**src/rtl/multicycle_ctrl_unit_if.sv**
```systemverilog
// Data-bus handshake bundle between the multicycle control unit and memory.
// master: the control unit (drives write/read strobes and the abort pulse).
// slave : the memory side (drives the completion strobe).
interface multicycle_ctrl_unit_if;
  logic busWe;
  logic busRe;
  logic busReady;
  logic busErr;

  modport master (output busWe, output busRe, output busErr, input busReady);
  modport slave  (input busWe, input busRe, input busErr, output busReady);
endinterface

```
**src/rtl/multicycle_ctrl_unit.sv**
```systemverilog
// Multicycle RV32 control unit: Moore FSM sequencing fetch, decode, execute,
// memory and writeback phases, with a bounded wait on the data bus.
// Optional feature: define ILLEGAL_TRAP_EN to send unknown opcodes to a
// sticky TRAP state; without it they fall back to FETCH and illegal is 0.
module multicycle_ctrl_unit #(
  parameter int BUS_TIMEOUT = 15,
  parameter int RFWD_SEL_W  = 3
) (
  input  logic                  clk,
  input  logic                  reset,
  input  logic [31:0]           instrCode,
  multicycle_ctrl_unit_if.master bus,
  output logic                  PCEn,
  output logic                  regFileWe,
  output logic                  aluSrcMuxSel,
  output logic                  branch,
  output logic                  jal,
  output logic                  jalr,
  output logic [3:0]            aluControl,
  output logic [RFWD_SEL_W-1:0] RFWDSrcMuxSel,
  output logic                  illegal
);

  localparam logic [3:0] FETCH  = 4'd0;
  localparam logic [3:0] DECODE = 4'd1;
  localparam logic [3:0] R_EXE  = 4'd2;
  localparam logic [3:0] I_EXE  = 4'd3;
  localparam logic [3:0] B_EXE  = 4'd4;
  localparam logic [3:0] LU_EXE = 4'd5;
  localparam logic [3:0] AU_EXE = 4'd6;
  localparam logic [3:0] J_EXE  = 4'd7;
  localparam logic [3:0] JL_EXE = 4'd8;
  localparam logic [3:0] S_EXE  = 4'd9;
  localparam logic [3:0] S_MEM  = 4'd10;
  localparam logic [3:0] L_EXE  = 4'd11;
  localparam logic [3:0] L_MEM  = 4'd12;
  localparam logic [3:0] L_WB   = 4'd13;
  localparam logic [3:0] TRAP   = 4'd14;

`ifdef ILLEGAL_TRAP_EN
  localparam logic [3:0] UNKNOWN_OP_NEXT = TRAP;
`else
  localparam logic [3:0] UNKNOWN_OP_NEXT = FETCH;
`endif

  localparam logic [3:0] ALU_ADD = 4'b0000;

  localparam logic [RFWD_SEL_W-1:0] RFWD_ALU   = '0;
  localparam logic [RFWD_SEL_W-1:0] RFWD_BUS   = RFWD_SEL_W'(1);
  localparam logic [RFWD_SEL_W-1:0] RFWD_IMM   = RFWD_SEL_W'(2);
  localparam logic [RFWD_SEL_W-1:0] RFWD_AUIPC = RFWD_SEL_W'(3);
  localparam logic [RFWD_SEL_W-1:0] RFWD_PC4   = RFWD_SEL_W'(4);

  // A zero timeout still needs a one-bit counter so the declaration is legal.
  localparam int              CNT_W       = (BUS_TIMEOUT > 0) ? $clog2(BUS_TIMEOUT + 1) : 1;
  localparam logic [CNT_W-1:0] TIMEOUT_VAL = CNT_W'(BUS_TIMEOUT);

  logic [3:0]       state_q, state_d;
  logic [CNT_W-1:0] cnt_q, cnt_d;
  logic             busErr_q, busErr_d;
  logic             timeout_hit;
  logic             bus_we, bus_re;

  logic [6:0] opcode;
  logic [2:0] funct3;
  logic       bit30;
  logic       unused_instr;

  assign opcode       = instrCode[6:0];
  assign funct3       = instrCode[14:12];
  assign bit30        = instrCode[30];
  assign unused_instr = ^{instrCode[31], instrCode[29:15], instrCode[11:7]};

  assign timeout_hit = (BUS_TIMEOUT > 0) && (cnt_q == TIMEOUT_VAL);

  // Next-state, wait-counter and abort-pulse logic.
  always_comb begin
    // NOTE: every signal gets a default before the case so no path leaves it unassigned (no latch).
    state_d  = state_q;
    cnt_d    = cnt_q;
    busErr_d = 1'b0;
    case (state_q)
      FETCH:  state_d = DECODE;
      DECODE: begin
        case (opcode)
          7'b0110011: state_d = R_EXE;
          7'b0010011: state_d = I_EXE;
          7'b1100011: state_d = B_EXE;
          7'b0110111: state_d = LU_EXE;
          7'b0010111: state_d = AU_EXE;
          7'b1101111: state_d = J_EXE;
          7'b1100111: state_d = JL_EXE;
          7'b0100011: state_d = S_EXE;
          7'b0000011: state_d = L_EXE;
          default:    state_d = UNKNOWN_OP_NEXT;
        endcase
      end
      R_EXE, I_EXE, B_EXE, LU_EXE, AU_EXE, J_EXE, JL_EXE: state_d = FETCH;
      S_EXE: begin
        state_d = S_MEM;
        cnt_d   = '0;
      end
      L_EXE: begin
        state_d = L_MEM;
        cnt_d   = '0;
      end
      S_MEM, L_MEM: begin
        // A completion strobe in the same cycle as the timeout wins.
        if (bus.busReady) begin
          state_d = (state_q == S_MEM) ? FETCH : L_WB;
        end else if (timeout_hit) begin
          state_d  = FETCH;
          busErr_d = 1'b1;
        end else begin
          cnt_d = cnt_q + 1'b1;
        end
      end
      L_WB:    state_d = FETCH;
      TRAP:    state_d = TRAP;
      default: state_d = FETCH;
    endcase
  end

  // State, wait counter and abort pulse; reset aborts any bus transaction at once.
  always_ff @(posedge clk or posedge reset) begin
    // NOTE: sequential state uses non-blocking assignments so all registers update together.
    if (reset) begin
      state_q  <= FETCH;
      cnt_q    <= '0;
      busErr_q <= 1'b0;
    end else begin
      state_q  <= state_d;
      cnt_q    <= cnt_d;
      busErr_q <= busErr_d;
    end
  end

`ifdef ILLEGAL_TRAP_EN
  logic illegal_q;

  // Sticky flag raised on entry into TRAP; only reset clears it.
  always_ff @(posedge clk or posedge reset) begin
    if (reset) begin
      illegal_q <= 1'b0;
    end else if (state_d == TRAP) begin
      illegal_q <= 1'b1;
    end
  end

  assign illegal = illegal_q;
`else
  assign illegal = 1'b0;
`endif

  // Moore output decode from the registered state only.
  always_comb begin
    PCEn          = 1'b0;
    regFileWe     = 1'b0;
    aluSrcMuxSel  = 1'b0;
    bus_we        = 1'b0;
    bus_re        = 1'b0;
    branch        = 1'b0;
    jal           = 1'b0;
    jalr          = 1'b0;
    aluControl    = ALU_ADD;
    RFWDSrcMuxSel = RFWD_ALU;
    case (state_q)
      FETCH: PCEn = 1'b1;
      R_EXE: begin
        regFileWe  = 1'b1;
        aluControl = {bit30, funct3};
      end
      I_EXE: begin
        regFileWe    = 1'b1;
        aluSrcMuxSel = 1'b1;
        // Only the shift-right immediates use bit30 (SRLI/SRAI); elsewhere it is immediate data.
        aluControl   = (funct3 == 3'b101) ? {bit30, funct3} : {1'b0, funct3};
      end
      B_EXE: begin
        branch     = 1'b1;
        aluControl = {bit30, funct3};
      end
      LU_EXE: begin
        regFileWe     = 1'b1;
        RFWDSrcMuxSel = RFWD_IMM;
      end
      AU_EXE: begin
        regFileWe     = 1'b1;
        RFWDSrcMuxSel = RFWD_AUIPC;
      end
      J_EXE: begin
        regFileWe     = 1'b1;
        RFWDSrcMuxSel = RFWD_PC4;
        jal           = 1'b1;
      end
      JL_EXE: begin
        regFileWe     = 1'b1;
        RFWDSrcMuxSel = RFWD_PC4;
        jal           = 1'b1;
        jalr          = 1'b1;
      end
      S_EXE: aluSrcMuxSel = 1'b1;
      S_MEM: begin
        aluSrcMuxSel = 1'b1;
        bus_we       = 1'b1;
      end
      L_EXE: begin
        aluSrcMuxSel  = 1'b1;
        RFWDSrcMuxSel = RFWD_BUS;
      end
      L_MEM: begin
        aluSrcMuxSel  = 1'b1;
        RFWDSrcMuxSel = RFWD_BUS;
        bus_re        = 1'b1;
      end
      L_WB: begin
        regFileWe     = 1'b1;
        aluSrcMuxSel  = 1'b1;
        RFWDSrcMuxSel = RFWD_BUS;
      end
      default: ;
    endcase
  end

  assign bus.busWe  = bus_we;
  assign bus.busRe  = bus_re;
  assign bus.busErr = busErr_q;

endmodule

```
**src/flat_wrapper.sv**
```systemverilog
// flat-port wrapper written by rule: the top's interface ports become plain ports
module multicycle_ctrl_unit_flat 
#(
  parameter int BUS_TIMEOUT = 15,
  parameter int RFWD_SEL_W  = 3
)
  (clk, reset, instrCode, PCEn, regFileWe, aluSrcMuxSel, branch, jal, jalr, aluControl, RFWDSrcMuxSel, illegal, bus_busWe, bus_busRe, bus_busErr, bus_busReady);
  multicycle_ctrl_unit_if bus_i ();
  input  logic clk;
  input  logic reset;
  input  logic [31:0] instrCode;
  output logic PCEn;
  output logic regFileWe;
  output logic aluSrcMuxSel;
  output logic branch;
  output logic jal;
  output logic jalr;
  output logic [3:0] aluControl;
  output logic [RFWD_SEL_W-1:0] RFWDSrcMuxSel;
  output logic illegal;
  output wire logic [$bits(bus_i.busWe)-1:0] bus_busWe;
  output wire logic [$bits(bus_i.busRe)-1:0] bus_busRe;
  output wire logic [$bits(bus_i.busErr)-1:0] bus_busErr;
  input wire logic [$bits(bus_i.busReady)-1:0] bus_busReady;
  assign bus_busWe = bus_i.busWe;
  assign bus_busRe = bus_i.busRe;
  assign bus_busErr = bus_i.busErr;
  assign bus_i.busReady = bus_busReady;
  multicycle_ctrl_unit #(.BUS_TIMEOUT(BUS_TIMEOUT), .RFWD_SEL_W(RFWD_SEL_W)) u_core (.clk(clk), .reset(reset), .instrCode(instrCode), .bus(bus_i), .PCEn(PCEn), .regFileWe(regFileWe), .aluSrcMuxSel(aluSrcMuxSel), .branch(branch), .jal(jal), .jalr(jalr), .aluControl(aluControl), .RFWDSrcMuxSel(RFWDSrcMuxSel), .illegal(illegal));
endmodule
```
**config.mk**
```make
export PLATFORM = sky130hd
export DESIGN_NAME = multicycle_ctrl_unit_flat
export DESIGN_NICKNAME = d
export VERILOG_FILES = /design/src/rtl/multicycle_ctrl_unit_if.sv /design/src/rtl/multicycle_ctrl_unit.sv /design/src/flat_wrapper.sv
export SDC_FILE = /design/constraint.sdc
export NUM_CORES = 1
export LEC_CHECK = 0
export ABC_AREA = 0
export BUFFER_PORTS_ARGS = -buffer_cell sky130_fd_sc_hd__buf_4
export CAP_MARGIN = 5
export CORE_ASPECT_RATIO = 1.2
export CORE_MARGIN = 2
export CORE_UTILIZATION = 42
export DETAILED_ROUTE_END_ITERATION = 8
export PLACE_DENSITY = 0.78
export REMOVE_ABC_BUFFERS = 1
export SLEW_MARGIN = 10
export SYNTH_ARGS = -nofsm -noshare
export SYNTH_HDL_FRONTEND = slang
export SYNTH_SLANG_ARGS = --single-unit
```
**constraint.sdc**
```tcl
create_clock -name clk -period 1.95 [get_ports clk]
set_input_delay 0.39 -clock clk [delete_from_list [all_inputs] [get_ports clk]]
set_output_delay 0.39 -clock clk [all_outputs]
set_load 0.05 [all_outputs]
```
==> flow_summary.toml, run 1 <==
[run_status]
status = "finished, final reports clean"

[clocking]
clk_transition_reported_paths_ps = 60
hold_buffers = 0
htree_levels = 1
cts_tree = "built"
clockRootBuffer = "clkbuf_4"
worstSkewPairLatency_ps = 250
numCtsBuffers = 3
clock_sinks = 9
clk_path_buf_depth = 2

[synth]
synth-seq-cells = 9
synth_ff_type = "dfrtp_1"
syn_area_sq_um = 858
synthCells = 112
synth_top_area_share_pct = 26.2
synth.top_cells.by_count = "16 x nand2_1, 9 x dfrtp_1, 8 x a21oi_1"
ys_seq_area_share_pct = 26.2
synth_area_leaders = "dfrtp_1 26%, nand2_1 7.0%, a21oi_1 4.7%"
synthDistinctLibCells = 42
synth.largest_area_cell = "dfrtp_1"
yosysWarnings = 0
async_flop_share_pct = 100
synth_edf_count = 0
synth_most_common_cell = "nand2_1"
synth.avg_cell_area_sq_um = 7.66

[floorplan]
initial_core_util_pct = 45.3
die_h_um = 53.5
io_pins = 52
die_w_um = 45.3
rows = 17
dieArea_sq_mm = 0.00242
core-area_sq_mm = 0.00189

[sta]
hold_ws_ps = 90.2
hold_viol = 0
clock_skew_ps = 2.73
maxSlewViolCount = 0
finalSetupViolations = 0
rsz0062_at_grt = "yes"
final.min_clock_period_ps = 1920
clock.fmax_ghz = 0.522
finalCritPeriodShare_pct = 98.2

[global_route]
track_usage_pct = 18.7
grt_pass1_wl_mm = 3.39
grt_max_degree = 14
gr-total-overflow = 0
antenna_found_initial = 0
grt_pass1_vias = 817

[layout]
area_growth_pct = 39.7
finish.instance_area_sq_mm = 0.00120
multiInputGateArea_sq_um = 598
fillers = 161
antennaDiodeCount = 0
drive_gt1_share_pct = 37.0
seq_area_sq_um = 228
nNetsFinal = 183

[critical_path]
path_class = "flop to output pin"
end_kind = "output pin"
cp_slowest_cell = "dfrtp_2"
worstPathRequired_ps = 1560
crit_arrival_ps = 1530
cp_max_fo = 7
cp.buffers_inverters = 1
slowest_delay_ps = 460
cp-start-kind = "flop"
cp.depth = 5
r2r_cells = 4
crit_family = "flip-flops"
crit_chain = "nand2b_4, or2_1, o21a_1, a21oi_2, buf_6"

[hold_path]
hold_class = "primary input to async pin"

[detailed_routing]
drt_wl_total_mm = 2.12
drt-pass1-iter-count = 4
drc = 0
wl_per_cell_um = 12.8
antenna_left = 0
drt_iter0_drc = 23
vias = 934
via_per_inst = 5.66

[placement]
port_buffers = 29
finalWeightedCongestion = 0.804
hpwl_mm = 1.61
place_area_sq_mm = 0.00111

[run]
maxCapViolCount = 0

[power_and_ir_drop]
vdd_ir_drop_max_v = 0.000511
cellLeakagePower_nw = 0.559
power.density_mw_per_mm2 = 790
[worst paths after layout]
path                       slack, ps         startpoint                 to
hold reg to reg                  520    u_core.cnt_q[0]    u_core.cnt_q[0]
setup / recovery                  30  u_core.state_q[2]   RFWDSrcMuxSel[0]
min in group clk                 370       instrCode[4]  u_core.state_q[3]
hold / removal                    90              reset    u_core.cnt_q[2]
setup reg to reg                 260  u_core.state_q[1]  u_core.state_q[3]
max in group asynchronous       1590              reset  u_core.state_q[1]
[state kept, by name, indices dropped and copies added, names as in the netlist]
| name | flops |
|---|---|
| u_core.bus.busErr | 1 |
| u_core.cnt_q | 4 |
| u_core.state_q | 4 |
[metrics by stage]
step | cells | utilization [%] | power [mW] | setup WS (ps) | TNS [ps]
global route | 165 | 63.3 | 1.02 | -31.4 | -61.3
CTS | 165 | 61.5 | 0.940 | -11.4 | -11.4
finish | 165 | 63.3 | 0.947 | 34.4 | 0
detailed placement | 158 | 58.4 | 0.791 | 166 | 0
global placement | 158 | 58.4 | 0.774 | 191 | 0
floorplan | 103 | - | 0.609 | -372 | -834
[cell families after synthesis]
group                    synth area share, %
AO/OA/AOI/OAI                           29.2
AND/OR/NAND/NOR                         29.4
buffers and inverters                   7.58
adder cells (fa/ha/maj)                 2.62
flip-flops                              26.2
other                                  0.437
multiplexers                            3.50
XOR/XNOR                                1.02
[final cells by class]
cell class | count | area share [%]
Clock buffer | 4 | 2.19
Tap cell | 19 | 1.98
Sequential cell | 9 | 19.0
Timing Repair Buffer | 39 | 25.4
Inverter | 5 | 1.57
Multi-Input combinational cell | 89 | 49.9
[placed cells by master, fill, tap and decap left out, drive strengths merged, types with 3 or more instances in the layout]
master / Yosys / routed
nand3: 5 / 5
o21ai: 6 / 6
a21oi: 8 / 8
nand2: 16 / 16
inv: 5 / 5
buf: 3 / 39
nor2: 7 / 7
o22ai: 3 / 3
o21a: 4 / 4
nand2b: 5 / 5
dfrtp: 9 / 9
clkbuf: 6 / 4
and2: 3 / 3
mux2i: 3 / 3
[layer usage]
| layer | wire length (um) | track usage (%) |
|---|---|---|
| met4 | 0 | 5.88 |
| met5 | 0 | 0 |
| met3 | 83 | 4.78 |
| met2 | 1070 | 30.0 |
| met1 | 965 | 24.4 |
[power breakdown]
group          switching [mW]  internal (mW)
sequential             0.0653          0.240
clock                  0.0594         0.0785
combinational           0.310          0.193
[repair_timing]
action                     CTS  global route
setup endpoints to repair    6             6
pin swaps                    1             3
resized for setup            3             9
buffers inserted             3             0
Power figures use the tool's default switching activity.
==> inputs of run 2 (changes only) <==
--- a/config.mk
+++ b/config.mk
@@ -6,13 +6,12 @@
 export NUM_CORES = 1
 export LEC_CHECK = 0
 export ABC_AREA = 0
-export BUFFER_PORTS_ARGS = -buffer_cell sky130_fd_sc_hd__buf_4
 export CAP_MARGIN = 5
 export CORE_ASPECT_RATIO = 1.2
 export CORE_MARGIN = 2
-export CORE_UTILIZATION = 42
+export CORE_UTILIZATION = 45
 export DETAILED_ROUTE_END_ITERATION = 8
-export PLACE_DENSITY = 0.78
+export DONT_BUFFER_PORTS = 1
 export REMOVE_ABC_BUFFERS = 1
 export SLEW_MARGIN = 10
 export SYNTH_ARGS = -nofsm -noshare
==> constraint.sdc (replaced) <==
create_clock -name clk -period 1.7 [get_ports clk]
set_input_delay 0.34 -clock clk [delete_from_list [all_inputs] [get_ports clk]]
set_output_delay 0.34 -clock clk [all_outputs]
set_load 0.05 [all_outputs]
==> flow_summary.toml, run 2 (synthesized netlist as in run 1, its figures left out) <==
[run_status]
status = "complete, but fails checks"
violations = "setup timing"

[power_and_ir_drop]
vdd_ir_drop_max_v = 0.000731
p_comb_share_pct = 60.2
clkPwrFrac_pct = 12.5
cellLeakagePower_nw = 0.573
power.density_mw_per_mm2 = 938
p_int_uw = 710
switchingPower_uw = 584
switching_share_pct = 45.2
p_seq_share_pct = 27.3

[clocking]
worstSkewPairLatency_ps = 260
clock_sinks = 9
htree_levels = 1
clk_transition_reported_paths_ps = 60
clockRootBuffer = "clkbuf_4"
clk_path_buf_depth = 2
numCtsBuffers = 3
cts_tree = "built"

[placement]
finalWeightedCongestion = 0.748
hpwl_mm = 1.63
dp_slack_ps = 43.1
place_area_sq_mm = 0.00109
port_buffers = 0

[critical_path]
crit_chain = "nand2b_4, or2_4, o21a_1, a21oi_2, buf_6"
crit_arrival_ps = 1550
end_kind = "output pin"
cp_max_fo = 6
slowest_delay_ps = 460
cp-start-kind = "flop"
crit_family = "flip-flops"
cp_slowest_cell = "dfrtp_2"
path_class = "flop to output pin"
worstPathRequired_ps = 1360
cp.buffers_inverters = 1

[floorplan]
rows = 17
io_pins = 52
die_w_um = 43.9
die_h_um = 51.8
dieArea_sq_mm = 0.00227
core-area_sq_mm = 0.00183
initial_core_util_pct = 46.9

[sta]
clock_skew_ps = 2.94
finalSetupViolations = 14
maxSlewViolCount = 0
final.min_clock_period_ps = 1890
hold_viol = 0
clock.fmax_ghz = 0.529
finalCritPeriodShare_pct = 111
rsz0062_at_grt = "yes"
timing.final.ws_setup_ps = -189

[layout]
final_cell_mix = "15 x nand2_1, 14 x buf_6, 12 x buf_4"
post-route-util_pct = 75.4
final_common_cell = "nand2_1"
nNetsFinal = 177
finish.instance_area_sq_mm = 0.00138
drive_gt1_share_pct = 50.0
area_growth_pct = 60.8
antennaDiodeCount = 0

[global_route]
grt_pass1_vias = 852
gr-total-overflow = 0
grt_max_degree = 13
antenna_found_initial = 0
grt_pass1_wl_mm = 3.58
track_usage_pct = 20.7

[detailed_routing]
drc = 0
antenna_left = 0
drt-pass1-iter-count = 4
via_per_inst = 5.86
drt_iter0_drc = 25
drt_wl_total_mm = 2.35
vias = 932
wl_per_cell_um = 14.8

[hold_path]
hold_class = "primary input to flop"

[run]
maxCapViolCount = 0
==> run 2: changes by cell type in the layout (fill, tap and decap cells not counted), moves of 3 or more <==
cell and delta:
and2_1 -3, buf_4 -24, buf_12 +4, nor2_4 +3
buf_6 +11, and2_4 +3, nor2_1 -5
==> run 2: worst paths after layout <==
path | startpoint | to | slack, ps | cells past startpoint
min in group asynchronous | reset | u_core.cnt_q[1] | 470 | 2
min | instrCode[3] | u_core.state_q[3] | 160 | 1
max reg2reg | u_core.state_q[1] | u_core.state_q[2] | 50 | 5
min reg2reg | u_core.cnt_q[0] | u_core.cnt_q[0] | 520 | 1
max | u_core.state_q[2] | RFWDSrcMuxSel[0] | -190 | 5
max in group asynchronous | reset | u_core.state_q[0] | 960 | 2
==> run 2: through the flow <==
step           power, mW  TNS, ps  hold WS (ps)  instances
4_1_cts             1.17    -1270           156        156
2_1_floorplan      0.698    -2520           168        103
3_5_place_dp       0.916        0           208        149
5_1_grt             1.39    -2400           146        159
6_report            1.29    -1360           162        159
3_3_place_gp       0.900        0           206        149
==> run 2: layout make-up <==
| cell class | instances | area (sq um) |
|---|---|---|
| clock inverter | 1 | 5.00 |
| sequential | 9 | 230 |
| multi-input combinational | 89 | 707 |
| timing repair buffer | 33 | 368 |
| clock buffer | 3 | 22.5 |
| tap | 19 | 23.8 |
| inverter | 5 | 23.8 |
| fill | 133 | 449 |
==> run 2: power groups by stage <==
stage	sequential (mW)	combinational [mW]	clock, mW
2_1_floorplan	0.354	0.344	0
3_3_place_gp	0.342	0.558	0
3_5_place_dp	0.344	0.572	0
4_1_cts	0.351	0.647	0.168
5_1_grt	0.369	0.838	0.182
6_report	0.353	0.779	0.162
==> run 2: routing by layer <==
metal | track usage (%) | part of all wire (%)
met5 | 0 | 0
met4 | 3.03 | 0
met3 | 5.56 | 5.3
met2 | 35.3 | 52
met1 | 26.3 | 42
==> run 2: repair_timing <==
item / 4_1_cts / 5_1_grt
pin swaps: 7 / 10
endpoints found under the setup margin: 13 / 17
hold buffers: 1 / 0
gates resized for setup: 28 / 31
setup buffers: 2 / 3
endpoints found under the hold margin: 9 / 0
